`config.mk`:
```
export PLATFORM = sky130hd
export DESIGN_NAME = bbpll_acq_sequencer_flat
export DESIGN_NICKNAME = d
export VERILOG_FILES = /design/src/rtl/bbpll_acq_sequencer_if.sv /design/src/rtl/bbpll_acq_sequencer.sv /design/src/flat_wrapper.sv
export SDC_FILE = /design/constraint.sdc
export NUM_CORES = 1
export LEC_CHECK = 0
export ABC_CLOCK_PERIOD_IN_PS = 6300
export BUFFER_PORTS_ARGS = -buffer_cell sky130_fd_sc_hd__buf_2
export CORE_ASPECT_RATIO = 0.5
export CORE_MARGIN = 8
export CORE_UTILIZATION = 57
export CTS_CLUSTER_SIZE = 8
export DETAILED_ROUTE_END_ITERATION = 8
export PLACE_DENSITY = 0.8
export RECOVER_POWER = 50
export REMOVE_ABC_BUFFERS = 1
export SETUP_SLACK_MARGIN = 0.1
export SYNTH_ARGS = -nofsm -noshare
export SYNTH_HDL_FRONTEND = slang
export SYNTH_SLANG_ARGS = --single-unit
export TNS_END_PERCENT = 10
```
`constraint.sdc`:
```
create_clock -name clock -period 6.3 [get_ports clock]
set_input_delay 0.63 -clock clock [delete_from_list [all_inputs] [get_ports clock]]
set_output_delay 0.63 -clock clock [all_outputs]
set_load 0.02 [all_outputs]
```
`src/rtl/bbpll_acq_sequencer_if.sv`:
```
// Configuration/status bundle between the scan registers, the lock detector and
// the bang-bang PLL acquisition sequencer, plus the DFE enables it drives.
interface bbpll_acq_sequencer_if #(
   parameter int NUM_WAIT_BITS    = 12,
   parameter int NUM_TIMEOUT_BITS = 16,
   parameter int NUM_RELOCK_BITS  = 8
);
   logic                         run;
   logic                         locked;
   logic                         ditherRequest;
   logic                         autoRelock;
   logic [NUM_WAIT_BITS-1:0]     freqAcqMinCycles;
   logic [NUM_WAIT_BITS-1:0]     phaseSettleCycles;
   logic [3:0]                   unlockFilter;
   logic [NUM_TIMEOUT_BITS-1:0]  acqTimeoutCycles;

   logic                         freqAcqEnable;
   logic                         phaseAcqEnable;
   logic                         prndGeneratorEnable;
   logic                         prndDitheringEnable;
   logic                         pllReady;
   logic                         acqFault;
   logic [2:0]                   state;
   logic [NUM_RELOCK_BITS-1:0]   relockCount;

   modport slave (
      input  run, locked, ditherRequest, autoRelock,
      input  freqAcqMinCycles, phaseSettleCycles, unlockFilter, acqTimeoutCycles,
      output freqAcqEnable, phaseAcqEnable, prndGeneratorEnable, prndDitheringEnable,
      output pllReady, acqFault, state, relockCount
   );

   modport master (
      output run, locked, ditherRequest, autoRelock,
      output freqAcqMinCycles, phaseSettleCycles, unlockFilter, acqTimeoutCycles,
      input  freqAcqEnable, phaseAcqEnable, prndGeneratorEnable, prndDitheringEnable,
      input  pllReady, acqFault, state, relockCount
   );
endinterface

```
`src/rtl/bbpll_acq_sequencer.sv`:
```
// Reference-clock Moore FSM sequencing bang-bang PLL DFE acquisition:
// frequency acquisition, phase acquisition, optional PRND warm-up, then tracking.
module bbpll_acq_sequencer #(
   parameter int NUM_WAIT_BITS      = 12,
   parameter int NUM_TIMEOUT_BITS   = 16,
   parameter int NUM_RELOCK_BITS    = 8,
   parameter int PRND_WARMUP_CYCLES = 32
) (
   input logic                     clock,
   input logic                     reset,
   bbpll_acq_sequencer_if.slave    acqBus
);

   localparam logic [2:0] IDLE          = 3'd0;
   localparam logic [2:0] FREQ_ACQ      = 3'd1;
   localparam logic [2:0] PHASE_ACQ     = 3'd2;
   localparam logic [2:0] DITHER_WARMUP = 3'd3;
   localparam logic [2:0] TRACK         = 3'd4;
   localparam logic [2:0] FAULT         = 3'd5;

   localparam logic [NUM_WAIT_BITS-1:0]    WAIT_ZERO   = {NUM_WAIT_BITS{1'b0}};
   localparam logic [NUM_WAIT_BITS-1:0]    WAIT_ONE    = NUM_WAIT_BITS'(1);
   localparam logic [NUM_WAIT_BITS-1:0]    WAIT_MAX    = {NUM_WAIT_BITS{1'b1}};
   localparam logic [NUM_WAIT_BITS-1:0]    WARMUP_LAST = NUM_WAIT_BITS'(PRND_WARMUP_CYCLES - 1);
   localparam logic [NUM_TIMEOUT_BITS-1:0] TO_ZERO     = {NUM_TIMEOUT_BITS{1'b0}};
   localparam logic [NUM_TIMEOUT_BITS-1:0] TO_ONE      = NUM_TIMEOUT_BITS'(1);
   localparam logic [NUM_TIMEOUT_BITS-1:0] TO_MAX      = {NUM_TIMEOUT_BITS{1'b1}};
   localparam logic [NUM_RELOCK_BITS-1:0]  RELOCK_ZERO = {NUM_RELOCK_BITS{1'b0}};
   localparam logic [NUM_RELOCK_BITS-1:0]  RELOCK_ONE  = NUM_RELOCK_BITS'(1);
   localparam logic [NUM_RELOCK_BITS-1:0]  RELOCK_MAX  = {NUM_RELOCK_BITS{1'b1}};

   logic [2:0]                  stateReg;
   logic [2:0]                  nextState;
   logic [NUM_WAIT_BITS-1:0]    waitCnt;
   logic [NUM_TIMEOUT_BITS-1:0] toCnt;
   logic [3:0]                  unlockCnt;
   logic [NUM_RELOCK_BITS-1:0]  relockCnt;
   logic                        ditherLatched;
   logic                        ditherNext;
   logic                        relockBump;

   logic                        freqEnReg;
   logic                        phaseEnReg;
   logic                        prndGenReg;
   logic                        prndDithReg;
   logic                        readyReg;
   logic                        faultReg;

   logic                        freqEnNext;
   logic                        phaseEnNext;
   logic                        prndGenNext;
   logic                        prndDithNext;
   logic                        readyNext;
   logic                        faultNext;

   logic [NUM_WAIT_BITS-1:0]    freqThresh;
   logic [NUM_WAIT_BITS-1:0]    phaseThresh;
   logic [3:0]                  unlockThresh;
   logic                        freqDone;
   logic                        phaseDone;
   logic                        warmupDone;
   logic                        lockLost;
   logic                        timeoutHit;
   logic                        inAcq;

   // A zero cycle budget or unlock filter behaves as one, so thresholds are "value minus one, floored at zero".
   assign freqThresh   = (acqBus.freqAcqMinCycles == WAIT_ZERO) ? WAIT_ZERO
                                                                 : acqBus.freqAcqMinCycles - WAIT_ONE;
   assign phaseThresh  = (acqBus.phaseSettleCycles == WAIT_ZERO) ? WAIT_ZERO
                                                                  : acqBus.phaseSettleCycles - WAIT_ONE;
   assign unlockThresh = (acqBus.unlockFilter == 4'd0) ? 4'd0 : acqBus.unlockFilter - 4'd1;

   assign freqDone   = (waitCnt >= freqThresh) && acqBus.locked;
   assign phaseDone  = (waitCnt >= phaseThresh) && acqBus.locked;
   assign warmupDone = (waitCnt == WARMUP_LAST);
   assign lockLost   = !acqBus.locked && (unlockCnt >= unlockThresh);
   assign inAcq      = (stateReg == FREQ_ACQ) || (stateReg == PHASE_ACQ);
   assign timeoutHit = inAcq && (acqBus.acqTimeoutCycles != TO_ZERO)
                       && (toCnt == acqBus.acqTimeoutCycles - TO_ONE);

   // Next-state selection: run low beats timeout, timeout beats the normal progression.
   always_comb begin
      nextState  = stateReg;
      ditherNext = ditherLatched;
      relockBump = 1'b0;
      if (!acqBus.run) begin
         nextState = IDLE;
      end else if (timeoutHit) begin
         nextState = FAULT;
      end else begin
         case (stateReg)
            IDLE: begin
               nextState = FREQ_ACQ;
            end
            FREQ_ACQ: begin
               if (freqDone) begin
                  nextState = PHASE_ACQ;
               end else begin
                  nextState = FREQ_ACQ;
               end
            end
            PHASE_ACQ: begin
               if (phaseDone) begin
                  ditherNext = acqBus.ditherRequest;
                  nextState  = acqBus.ditherRequest ? DITHER_WARMUP : TRACK;
               end else begin
                  nextState = PHASE_ACQ;
               end
            end
            DITHER_WARMUP: begin
               if (warmupDone) begin
                  nextState = TRACK;
               end else begin
                  nextState = DITHER_WARMUP;
               end
            end
            TRACK: begin
               if (lockLost && acqBus.autoRelock) begin
                  nextState  = FREQ_ACQ;
                  relockBump = 1'b1;
               end else if (lockLost) begin
                  nextState = FAULT;
               end else begin
                  nextState = TRACK;
               end
            end
            FAULT: begin
               nextState = FAULT;
            end
            default: begin
               nextState = IDLE;
            end
         endcase
      end
   end

   // Output decode from the state being entered, so registered outputs change on the entering edge.
   always_comb begin
      freqEnNext   = 1'b0;
      phaseEnNext  = 1'b0;
      prndGenNext  = 1'b0;
      prndDithNext = 1'b0;
      readyNext    = 1'b0;
      faultNext    = 1'b0;
      case (nextState)
         FREQ_ACQ: begin
            freqEnNext = 1'b1;
         end
         PHASE_ACQ: begin
            phaseEnNext = 1'b1;
         end
         DITHER_WARMUP: begin
            phaseEnNext = 1'b1;
            prndGenNext = 1'b1;
         end
         TRACK: begin
            phaseEnNext  = 1'b1;
            prndGenNext  = ditherNext;
            prndDithNext = ditherNext;
            readyNext    = 1'b1;
         end
         FAULT: begin
            faultNext = 1'b1;
         end
         default: begin
            freqEnNext = 1'b0;
         end
      endcase
   end

   // State, counters and registered outputs.
   always_ff @(posedge clock or negedge reset) begin
      if (!reset) begin
         stateReg      <= IDLE;
         waitCnt       <= WAIT_ZERO;
         toCnt         <= TO_ZERO;
         unlockCnt     <= 4'd0;
         relockCnt     <= RELOCK_ZERO;
         ditherLatched <= 1'b0;
         freqEnReg     <= 1'b0;
         phaseEnReg    <= 1'b0;
         prndGenReg    <= 1'b0;
         prndDithReg   <= 1'b0;
         readyReg      <= 1'b0;
         faultReg      <= 1'b0;
      end else begin
         stateReg      <= nextState;
         ditherLatched <= ditherNext;
         freqEnReg     <= freqEnNext;
         phaseEnReg    <= phaseEnNext;
         prndGenReg    <= prndGenNext;
         prndDithReg   <= prndDithNext;
         readyReg      <= readyNext;
         faultReg      <= faultNext;

         if (nextState != stateReg) begin
            waitCnt <= WAIT_ZERO;
         end else if (waitCnt != WAIT_MAX) begin
            waitCnt <= waitCnt + WAIT_ONE;
         end else begin
            waitCnt <= waitCnt;
         end

         if ((nextState == FREQ_ACQ) && (stateReg != FREQ_ACQ)) begin
            toCnt <= TO_ZERO;
         end else if (inAcq && (toCnt != TO_MAX)) begin
            toCnt <= toCnt + TO_ONE;
         end else begin
            toCnt <= toCnt;
         end

         // Only consecutive unlocked cycles inside TRACK count toward loss of lock.
         if ((stateReg != TRACK) || (nextState != TRACK) || acqBus.locked) begin
            unlockCnt <= 4'd0;
         end else if (unlockCnt != 4'hF) begin
            unlockCnt <= unlockCnt + 4'd1;
         end else begin
            unlockCnt <= unlockCnt;
         end

         if (relockBump && (relockCnt != RELOCK_MAX)) begin
            relockCnt <= relockCnt + RELOCK_ONE;
         end else begin
            relockCnt <= relockCnt;
         end
      end
   end

   assign acqBus.freqAcqEnable       = freqEnReg;
   assign acqBus.phaseAcqEnable      = phaseEnReg;
   assign acqBus.prndGeneratorEnable = prndGenReg;
   assign acqBus.prndDitheringEnable = prndDithReg;
   assign acqBus.pllReady            = readyReg;
   assign acqBus.acqFault            = faultReg;
   assign acqBus.state               = stateReg;
   assign acqBus.relockCount         = relockCnt;

endmodule

```
`src/flat_wrapper.sv`:
```
// flat-port wrapper written by rule: the top's interface ports become plain ports
module bbpll_acq_sequencer_flat 
#(
   parameter int NUM_WAIT_BITS      = 12,
   parameter int NUM_TIMEOUT_BITS   = 16,
   parameter int NUM_RELOCK_BITS    = 8,
   parameter int PRND_WARMUP_CYCLES = 32
)
  (clock, reset, acqBus_run, acqBus_locked, acqBus_ditherRequest, acqBus_autoRelock, acqBus_freqAcqMinCycles, acqBus_phaseSettleCycles, acqBus_unlockFilter, acqBus_acqTimeoutCycles, acqBus_freqAcqEnable, acqBus_phaseAcqEnable, acqBus_prndGeneratorEnable, acqBus_prndDitheringEnable, acqBus_pllReady, acqBus_acqFault, acqBus_state, acqBus_relockCount);
  bbpll_acq_sequencer_if #(.NUM_WAIT_BITS(NUM_WAIT_BITS), .NUM_TIMEOUT_BITS(NUM_TIMEOUT_BITS), .NUM_RELOCK_BITS(NUM_RELOCK_BITS)) acqBus_i ();
  input logic clock;
  input logic reset;
  input wire logic [$bits(acqBus_i.run)-1:0] acqBus_run;
  input wire logic [$bits(acqBus_i.locked)-1:0] acqBus_locked;
  input wire logic [$bits(acqBus_i.ditherRequest)-1:0] acqBus_ditherRequest;
  input wire logic [$bits(acqBus_i.autoRelock)-1:0] acqBus_autoRelock;
  input wire logic [$bits(acqBus_i.freqAcqMinCycles)-1:0] acqBus_freqAcqMinCycles;
  input wire logic [$bits(acqBus_i.phaseSettleCycles)-1:0] acqBus_phaseSettleCycles;
  input wire logic [$bits(acqBus_i.unlockFilter)-1:0] acqBus_unlockFilter;
  input wire logic [$bits(acqBus_i.acqTimeoutCycles)-1:0] acqBus_acqTimeoutCycles;
  output wire logic [$bits(acqBus_i.freqAcqEnable)-1:0] acqBus_freqAcqEnable;
  output wire logic [$bits(acqBus_i.phaseAcqEnable)-1:0] acqBus_phaseAcqEnable;
  output wire logic [$bits(acqBus_i.prndGeneratorEnable)-1:0] acqBus_prndGeneratorEnable;
  output wire logic [$bits(acqBus_i.prndDitheringEnable)-1:0] acqBus_prndDitheringEnable;
  output wire logic [$bits(acqBus_i.pllReady)-1:0] acqBus_pllReady;
  output wire logic [$bits(acqBus_i.acqFault)-1:0] acqBus_acqFault;
  output wire logic [$bits(acqBus_i.state)-1:0] acqBus_state;
  output wire logic [$bits(acqBus_i.relockCount)-1:0] acqBus_relockCount;
  assign acqBus_i.run = acqBus_run;
  assign acqBus_i.locked = acqBus_locked;
  assign acqBus_i.ditherRequest = acqBus_ditherRequest;
  assign acqBus_i.autoRelock = acqBus_autoRelock;
  assign acqBus_i.freqAcqMinCycles = acqBus_freqAcqMinCycles;
  assign acqBus_i.phaseSettleCycles = acqBus_phaseSettleCycles;
  assign acqBus_i.unlockFilter = acqBus_unlockFilter;
  assign acqBus_i.acqTimeoutCycles = acqBus_acqTimeoutCycles;
  assign acqBus_freqAcqEnable = acqBus_i.freqAcqEnable;
  assign acqBus_phaseAcqEnable = acqBus_i.phaseAcqEnable;
  assign acqBus_prndGeneratorEnable = acqBus_i.prndGeneratorEnable;
  assign acqBus_prndDitheringEnable = acqBus_i.prndDitheringEnable;
  assign acqBus_pllReady = acqBus_i.pllReady;
  assign acqBus_acqFault = acqBus_i.acqFault;
  assign acqBus_state = acqBus_i.state;
  assign acqBus_relockCount = acqBus_i.relockCount;
  bbpll_acq_sequencer #(.NUM_WAIT_BITS(NUM_WAIT_BITS), .NUM_TIMEOUT_BITS(NUM_TIMEOUT_BITS), .NUM_RELOCK_BITS(NUM_RELOCK_BITS), .PRND_WARMUP_CYCLES(PRND_WARMUP_CYCLES)) u_core (.clock(clock), .reset(reset), .acqBus(acqBus_i));
endmodule
```
==> flow_summary.ini <==
[route]
ant_nets = 0
drtPass1Iterations = 4
wirelength_um = 9785
num_vias = 3746
wl_per_cell_um = 15.01
drc = 0
drtIter0Drc = 202
viasPerCell = 5.745

[power]
pwr-share-seq = 0.426
max-vdd-ir-drop_uv = 162.7
intPower_uw = 597.8
power_leakage_uw = 0.002344
comb_power_share = 0.249
p_sw_frac = 0.3255
clkPwrFrac = 0.325
power_switching_uw = 288.4
power.density_nw_per_um2 = 181.6

[clocking]
clk_pin_slew_worst_paths_ps = 70
root_buffer = clkbuf_16
clockBufferDepth = 2
clkLatencyLatePin_ps = 290
cts_hold_repair.buffers = 0
cts_resized = 0
cts-buffers-inserted = 5
htreeDepth = 2
cts_tree = done
cts_setup_buffers = 0
cts_sinks = 50

[grt]
grt_pass1_vias = 3634
antenna_found_initial = 0
overflow = 0
grt_usage = 0.1828
grt_pass1_wl_um = 16950
grt_start_max_net_pins = 51

[timing]
period_needed_ps = 4724
finalSetupViolCount = 0
finalCritPeriodShare = 0.7498
rsz0062_at_grt = false
fmax_mhz = 211.7
slew_headroom = -0.7767
setup_tns_ps = 0
hold_viol = 0
final-max-slew-violation-count = 51
fin_skew_ps = 6.865
tightest_slew_ps = 2665
whs_ps = 501.7

[critical_path]
crit_start = acqBus_freqAcqMinCycles[9]
cp.required_ps = 6440
r2r_start = u_core.waitCnt[0]
startpoint_type = input pin
cp.arrival_ps = 4860
path_class = in2reg
worst-path-max-fanout = 16
cp-end-kind = flip-flop

[final_layout]
synthToLayoutAreaGrowth_pct = 11.11
seqCellArea_um2 = 1251
multiInputGateArea_um2 = 2963
layout-drive-gt1-share = 0.1565
num-nets-final = 642
fill_cells = 622
antenna_cells = 0

[hold_path]
hold_path.class = reg2reg
min_from = u_core.acqBus.relockCount[7]

[place]
hpwl_um = 7647
numPortBuffers = 66
gp_congestion = 0.8589

[floorplan]
fp.dieH_um = 78.08
die_w_um = 140.2
start_util = 0.5933
dieArea_um2 = 10940
core-area_um2 = 7405
pin_count = 67
row_count = 22

[logic_synthesis]
synth_ff_type = dfrtp_1
yosys_register_bits = 50
syn_area_um2 = 4393
synthArstFlopShare = 1.000
synth_top_cell_by_area = dfrtp_1
synth.distinct_cells = 66
syn_inst = 491
synthTopCellsByArea = dfrtp_1 (28%), ha_1 (11%), xor2_1 (7.8%), xnor2_1 (6.0%), nand2_1 (4.5%)
ys_seq_area_frac = 0.2848
synth_edf_count = 0
syn_area_per_cell_um2 = 8.947
synth-warning-count = 0
synth.top_cell.area_share = 0.2848

[status]
violations = capacitance limit, slew limit
status = complete, but fails checks

[run]
drv_cap = 1
## cells in the mapped netlist, drive strengths merged (11+ instances only)
cell,instances
nand2,53
and3,11
a21oi,13
ha,37
nor2,50
nor4,12
nor3,32
xor2,39
xnor2,30
dfrtp,50
nand4,17
inv,16
nand3,11
nand2b,12
## worst max-delay path, stage by stage
cell	delay, ps
buf_2	110
or4_1	560
nor2_1	110
nand4b_1	370
and2_1	330
ha_1	260
nand2b_1	130
a2111oi_0	390
nor4b_1	130
o311ai_0	660
a21oi_2	230
nor4_4	810
nor2_1	120
## state kept, by name, indices dropped and copies added (netlist names)
register,flops
u_core.toCnt,16
u_core.waitCnt,12
u_core.acqBus.relockCount,8
u_core.unlockCnt,4
u_core.acqBus.state,3
u_core.acqBus.acqFault,1
u_core.acqBus.freqAcqEnable,1
u_core.acqBus.phaseAcqEnable,1
u_core.acqBus.pllReady,1
u_core.acqBus.prndDitheringEnable,1
u_core.acqBus.prndGeneratorEnable,1
u_core.ditherLatched,1
## per-stage QoR
| stage | utilization | power (uW) | area [um^2] | worst slack (ps) | cells |
|---|---|---|---|---|---|
| floorplan | - | 523.5 | 4274 | 1933 | 480 |
| CTS | 0.6610 | 888.3 | 4895 | 1570 | 652 |
| finish | 0.6592 | 886.2 | 4881 | 1576 | 652 |
| detailed placement | 0.6401 | 604.4 | 4740 | 1313 | 644 |
| global placement | 0.6401 | 595.2 | 4740 | 1434 | 644 |
| global route | 0.6592 | 938.5 | 4881 | 1213 | 652 |
## routing by layer
| metal | global-route usage | share of wire | vias to the layer above |
|---|---|---|---|
| li1 | - | - | 1912 |
| met1 | 0.2417 | 0.48 | 1759 |
| met2 | 0.3159 | 0.48 | 69 |
| met3 | 0.03199 | 0.035 | 6 |
| met4 | 0.02578 | 0.0054 | 0 |
| met5 | 0 | 0 | - |
## final timing paths
path | to | slack [ps] | cells after the start
setup / recovery | u_core.toCnt[14] | 1580 | 13
hold / removal | u_core.acqBus.relockCount[7] | 500 | 1
setup reg to reg | u_core.waitCnt[2] | 2670 | 10
hold reg to reg | u_core.acqBus.relockCount[7] | 500 | 1
max in group asynchronous | u_core.waitCnt[3] | 3520 | 2
min in group asynchronous | u_core.toCnt[3] | 1260 | 2
## power by group through the flow
stage | logic [uW] | registers, uW | clock network (uW)
after floorplan | 147 | 376 | 0
after global placement | 213 | 382 | 0
after detailed placement | 222 | 382 | 0
after CTS | 222 | 377 | 290
after global routing | 250 | 382 | 306
final | 221 | 378 | 288
## placed cells by master (no fill, tap or decap), drive strengths merged, types with 3 or more instances in the layout
master / instances
buf: 59
nand2: 53
nor2: 50
dfrtp: 50
xor2: 39
ha: 37
nor3: 32
xnor2: 30
nand4: 17
inv: 17
clkbuf: 15
a21oi: 13
nand2b: 12
nor4: 12
nand3: 11
and3: 11
mux2i: 9
o21ai: 6
and2: 6
and4: 6
nor3b: 5
o2111ai: 5
nor2b: 4
o31ai: 4
o21a: 3
nand3b: 3
a41oi: 3
o22ai: 3
or4: 3
a2111oi: 3
a21o: 3
## cells by family after synthesis
family,after synthesis,synth area share
flops,50,0.2848
buf+inv,27,0.04073
fa+ha+maj,37,0.1054
xor+xnor,71,0.1478
simple gates,234,0.2868
mux,11,0.02563
compound gates,61,0.1088
## cell type report
type,count,area share
tap,96,0.02461
clock buffer,6,0.02845
inverter,16,0.01230
clock inverter,2,0.003332
sequential,50,0.2563
timing repair buffer,68,0.06793
multi-input combinational,414,0.6070
Power figures use the tool's default switching activity.
